[src/rtl/turn_input_controller.sv]
// Turn input controller: turns raw button levels into per-turn action codes plus a one-cycle actionEnable strobe.
// Optional input debounce filter is enabled by defining BTN_DEBOUNCE_EN.
module turn_input_controller #(
  parameter int unsigned TURN_CYCLES     = 1000,
  parameter int unsigned COOLDOWN_CYCLES = 4,
  parameter int unsigned DEBOUNCE_CYCLES = 16
) (
  input  logic       clk,
  input  logic       resetGame,
  input  logic [3:0] btn1,
  input  logic [3:0] btn2,
  input  logic       gameOver,
  output logic [2:0] action1,
  output logic [2:0] action2,
  output logic       actionEnable,
  output logic       p1Ready,
  output logic       p2Ready,
  output logic [7:0] turnCount
);

  localparam int unsigned TW = $clog2(TURN_CYCLES);
  localparam int unsigned CW = $clog2(COOLDOWN_CYCLES + 1);
  localparam bit PARAMS_OK = (TURN_CYCLES >= 2) && (COOLDOWN_CYCLES >= 1) && (DEBOUNCE_CYCLES >= 1);

  generate
    if (!PARAMS_OK) begin : g_bad_params
      $error("turn_input_controller: TURN_CYCLES>=2, COOLDOWN_CYCLES>=1, DEBOUNCE_CYCLES>=1 required");
    end
  endgenerate

  typedef enum logic [1:0] {
    COLLECT  = 2'd0,
    ISSUE    = 2'd1,
    COOLDOWN = 2'd2,
    HALT     = 2'd3
  } state_t;

  state_t        state;
  logic [TW-1:0] timer;
  logic [CW-1:0] cd;
  logic [7:0]    sync1, sync2, filt, prev;
  logic [7:0]    press;
  logic [2:0]    lat1, lat2;
  logic [2:0]    code1, code2;
  logic          go_issue;

  // Two-flop synchronizer for both players' buttons, player 2 in the upper nibble
  always_ff @(posedge clk or negedge resetGame) begin
    if (!resetGame) begin
      sync1 <= 8'd0;
      sync2 <= 8'd0;
    end else begin
      sync1 <= {btn2, btn1};
      sync2 <= sync1;
    end
  end

`ifdef BTN_DEBOUNCE_EN
  localparam int unsigned DW = $clog2(DEBOUNCE_CYCLES + 1);
  logic [7:0][DW-1:0] dcnt;

  // Filtered level follows the synced level only after a full run of differing samples
  always_ff @(posedge clk or negedge resetGame) begin
    if (!resetGame) begin
      filt <= 8'd0;
      dcnt <= '0;
    end else begin
      for (int i = 0; i < 8; i++) begin
        if (sync2[i] != filt[i]) begin
          if (dcnt[i] == DW'(DEBOUNCE_CYCLES - 1)) begin
            filt[i] <= sync2[i];
            dcnt[i] <= '0;
          end else begin
            dcnt[i] <= dcnt[i] + DW'(1);
          end
        end else begin
          dcnt[i] <= '0;
        end
      end
    end
  end
`else
  assign filt = sync2;
`endif

  always_ff @(posedge clk or negedge resetGame) begin
    if (!resetGame) prev <= 8'd0;
    else            prev <= filt;
  end

  assign press = filt & ~prev;

  function automatic logic [2:0] encode(input logic [3:0] p);
    if (p[3])      return 3'b100;
    else if (p[2]) return 3'b011;
    else if (p[1]) return 3'b010;
    else if (p[0]) return 3'b001;
    else           return 3'b000;
  endfunction

  assign code1    = encode(press[3:0]);
  assign code2    = encode(press[7:4]);
  assign go_issue = (p1Ready && p2Ready) || (timer == TW'(TURN_CYCLES - 1));

  // Turn sequencing; gameOver overrides everything, including a pending issue
  always_ff @(posedge clk or negedge resetGame) begin
    if (!resetGame) begin
      state        <= COLLECT;
      timer        <= '0;
      cd           <= '0;
      lat1         <= 3'b000;
      lat2         <= 3'b000;
      p1Ready      <= 1'b0;
      p2Ready      <= 1'b0;
      action1      <= 3'b000;
      action2      <= 3'b000;
      actionEnable <= 1'b0;
      turnCount    <= 8'd0;
    end else begin
      actionEnable <= 1'b0;
      if (gameOver) begin
        state   <= HALT;
        p1Ready <= 1'b0;
        p2Ready <= 1'b0;
        lat1    <= 3'b000;
        lat2    <= 3'b000;
      end else begin
        case (state)
          COLLECT: begin
            timer <= timer + TW'(1);
            if (go_issue) begin
              state        <= ISSUE;
              actionEnable <= 1'b1;
              action1      <= p1Ready ? lat1 : 3'b000;
              action2      <= p2Ready ? lat2 : 3'b000;
              turnCount    <= turnCount + 8'd1;
            end else begin
              if (!p1Ready && (code1 != 3'b000)) begin
                p1Ready <= 1'b1;
                lat1    <= code1;
              end
              if (!p2Ready && (code2 != 3'b000)) begin
                p2Ready <= 1'b1;
                lat2    <= code2;
              end
            end
          end
          ISSUE: begin
            state   <= COOLDOWN;
            cd      <= '0;
            p1Ready <= 1'b0;
            p2Ready <= 1'b0;
            lat1    <= 3'b000;
            lat2    <= 3'b000;
          end
          COOLDOWN: begin
            if (cd == CW'(COOLDOWN_CYCLES - 1)) begin
              state <= COLLECT;
              timer <= '0;
            end else begin
              cd <= cd + CW'(1);
            end
          end
          HALT:    state <= HALT;
          default: state <= COLLECT;
        endcase
      end
    end
  end

endmodule
[config.mk]
export PLATFORM = sky130hd
export DESIGN_NAME = turn_input_controller
export DESIGN_NICKNAME = d
export VERILOG_FILES = /design/src/rtl/turn_input_controller.sv
export SDC_FILE = /design/constraint.sdc
export NUM_CORES = 1
export LEC_CHECK = 0
export CAP_MARGIN = 10
export CORE_MARGIN = 2
export CORE_UTILIZATION = 31
export DETAILED_ROUTE_END_ITERATION = 7
export SLEW_MARGIN = 20
export SYNTH_ARGS = -nofsm -noshare
export SYNTH_HDL_FRONTEND = slang
export SYNTH_SLANG_ARGS = --single-unit
[constraint.sdc]
create_clock -name clk -period 2.2 [get_ports clk]
set_clock_uncertainty 0.1 [all_clocks]
set_input_delay 0.44 -clock clk [delete_from_list [all_inputs] [get_ports clk]]
set_output_delay 0.44 -clock clk [all_outputs]
set_load 0.03 [all_outputs]
==> reports/results.tsv <==
metric	value	unit
PnR worst setup slack	0.129	ns
first-pass GRT wire length	7.65	mm
GP Congestion	0.746	
Pleak	1.48	nW
# hold bufs at CTS	0	
H-tree Lvls	3	
CP startpoint	p1Ready	
critical path type	flip-flop to primary output	
Root Driver	clkbuf_8	
Vias	1691	
RSZ-0062 raised after global routing	no	
initial DRC count	38	
clk_lat worst skew	0.34	ns
crit-path max FO	7	
worst path arrival time	1.53	ns
met3 Use GR	4.23	%
largest net degree at the start of global routing	63	
largest cells by area after synthesis	dfrtp_1 59%, mux2_2 4.7%, xnor2_1 4.3%	
outcome	finished with violations	
fmax	0.483	GHz
GRT Total Usage	11.0	%
# IOs	28	
Clk pin slew, worst setup/hold paths	0.07	ns
crit-path max cell delay	0.72	ns
ordered list of cells on the worst path	clkdlybuf4s50_1	
CP Launch Type	flip-flop	
setup total negative slack	0	ns
GR Overflow Total	0	
R2R Setup Slk	0.17	ns
Worst Tran Pin Value	0.447	ns
# setup viols final	0	
post_cts resized	0	
Data required, critical path	1.66	ns
Syn Area/Cell	12.2	um^2
fin crit period	2.07	ns
TritonCTS Buffers	9	
die area	0.00919	mm^2
Bufs and invs on worst path	1	
M2 GR Usage	16.4	%
Min Hold Slack	-0.00435	ns
worst slack, placed	0.0231	ns
Hold Fails Final Rpt	2	
synth-to-layout area growth	25.9	%
cells after synthesis	215	
per-cell routed wire length	11.8	um
Worst R2R Start	timer[0]	
core area	0.00822	mm^2
setup bufs post-CTS	0	
vias in the first global route	1620	
Die Y	95.9	um
Synth area leader	dfrtp_1	
Initial DRT Pass Iterations	4	
critical path's top delay family	buffers and inverters	
critical path depth	1	
Detailed Place HPWL	3.10	mm
final period utilization	94.1	%
Setup crit end kind	primary output	
die width	95.9	um
Power Density	719	mW/mm^2
GR peak layer	met2	
Netlist cell types	35	
Worst VDD drop	0.546	mV
worst hold path class	primary input to asynchronous set/reset pin	
sequential area share after synthesis	59.3	%
Buffers on Ports	27	
Detailed Route WL	4.39	mm
# diodes	0	
Synth Register Bits	62	
cells on worst reg2reg path	5	
CTS Sinks	62	
Max-Cap Viols	0	
Rows	33	
Rel. slew slack	70.2	%
DRC viols	0	
max-slew violations	0	
Post-DRT Antenna Nets	0	
net count after synthesis	233	
GRT met1 Usage	14.2	%
Crit-path slowest cell	clkdlybuf4s50_1	
Mapped Area	0.00262	mm^2
post-synth top area share	59.3	%
Max Root-Sink Buffers	2	
Fillers	793	
initial antenna violation count	0	
Syn. warnings	0	
share of layout cells above drive strength 1	19.5	%
TritonCTS clock tree	yes	
Layout Nets	279	
failing checks	hold timing	
vias per inst	4.56	
Initial Utilization	31.9	%
==> through the flow <==
step	power [mW]	utilization (%)	instances	hold slack [ns]	cell area [um^2]
2_1_floorplan	1.34	-	215	0.0444	2620
3_3_place_gp	1.42	37.7	355	0.231	3100
3_5_place_dp	1.42	37.7	355	0.235	3100
4_1_cts	2.41	40.1	371	0.00529	3300
5_1_grt	2.48	40.1	371	0.0205	3300
6_report	2.37	40.1	371	-0.00435	3300
==> layer usage <==
| metal | vias up | wire, um | share of wire (%) |
|---|---|---|---|
| met4 | 0 | 91 | 2.1 |
| met3 | 9 | 190 | 4.3 |
| li1 | 844 | - | - |
| met2 | 28 | 1960 | 45 |
| met1 | 810 | 2150 | 49 |
| met5 | - | 0 | 0 |
==> path summary, 6_finish.rpt <==
kind                           endpoint
hold reg to reg                 filt[0]
setup reg to reg                lat2[0]
min in group clk                filt[0]
hold / removal                    cd[2]
setup / recovery                p1Ready
max in group asynchronous  actionEnable
==> cell type report <==
cell class / instances / area, um^2 / area share [%]
clock buffer: 9 / 124 / 3.76
tap: 105 / 131 / 3.99
sequential: 62 / 1550 / 47.1
clock inverter: 7 / 73.8 / 2.24
multi-input combinational: 138 / 1000 / 30.4
inverter: 10 / 37.5 / 1.14
timing repair buffer: 40 / 375 / 11.4
==> registers in the layout, indices dropped and copies added, names as in the netlist <==
register and flops:
state 2, action1 3, lat1 3, p1Ready 1, turnCount 8, sync1 8, actionEnable 1, timer 10
cd 3, lat2 3, filt 8, prev 8, action2 3, p2Ready 1
==> cells in the final DEF (no fill, tap or decap), types with 5 or more instances in the layout <==
cell / n
inv_1: 10
nand3_1: 8
clkdlybuf4s50_1: 26
nor2b_1: 10
a21bo_2: 6
nand2_1: 8
dfrtp_1: 62
nand4_1: 10
buf_4: 12
ha_1: 7
clkbuf_8: 9
nand2b_1: 5
mux2_2: 11
xnor2_1: 13
nor2_1: 19
==> power breakdown <==
group / internal, mW / switching (mW) / total [mW]
Clock: 0.526 / 0.445 / 0.971
Sequential: 1.19 / 0.0364 / 1.23
Combinational: 0.0862 / 0.0853 / 0.172
==> cells by family after synthesis <==
| family | count (synthesis) | synth area share (%) |
|---|---|---|
| adders and majority gates | 7 | 3.35 |
| muxes | 14 | 6.02 |
| AOI/OAI and AO/OA | 28 | 9.23 |
| xor gates and xnor gates | 13 | 4.35 |
| and+or+nand+nor | 76 | 15.3 |
| buffers and inverters | 15 | 2.44 |
| DFF | 62 | 59.3 |
==> cells in the mapped netlist <==
library cell	count
mux2i_2	1
buf_4	2
or3b_4	1
o31ai_1	3
nor3b_1	1
nor2_1	19
nand3_1	8
and3_1	4
a21o_1	1
a2bb2oi_1	1
ha_1	7
nor4_1	3
a21oi_1	4
o31ai_4	1
o21ai_0	2
nand4_1	10
nor2b_1	10
o311ai_2	1
nand2b_1	5
nor3_1	4
a21bo_2	6
and2_1	1
mux2i_1	2
nor4b_1	1
o21bai_1	1
nand2_1	8
nand2_2	1
mux2_2	11
xnor2_1	13
o41ai_1	2
clkbuf_1	3
a22oi_1	2
dfrtp_1	62
a22o_1	4
inv_1	10
Note: power is estimated with default switching activity, not from simulation.
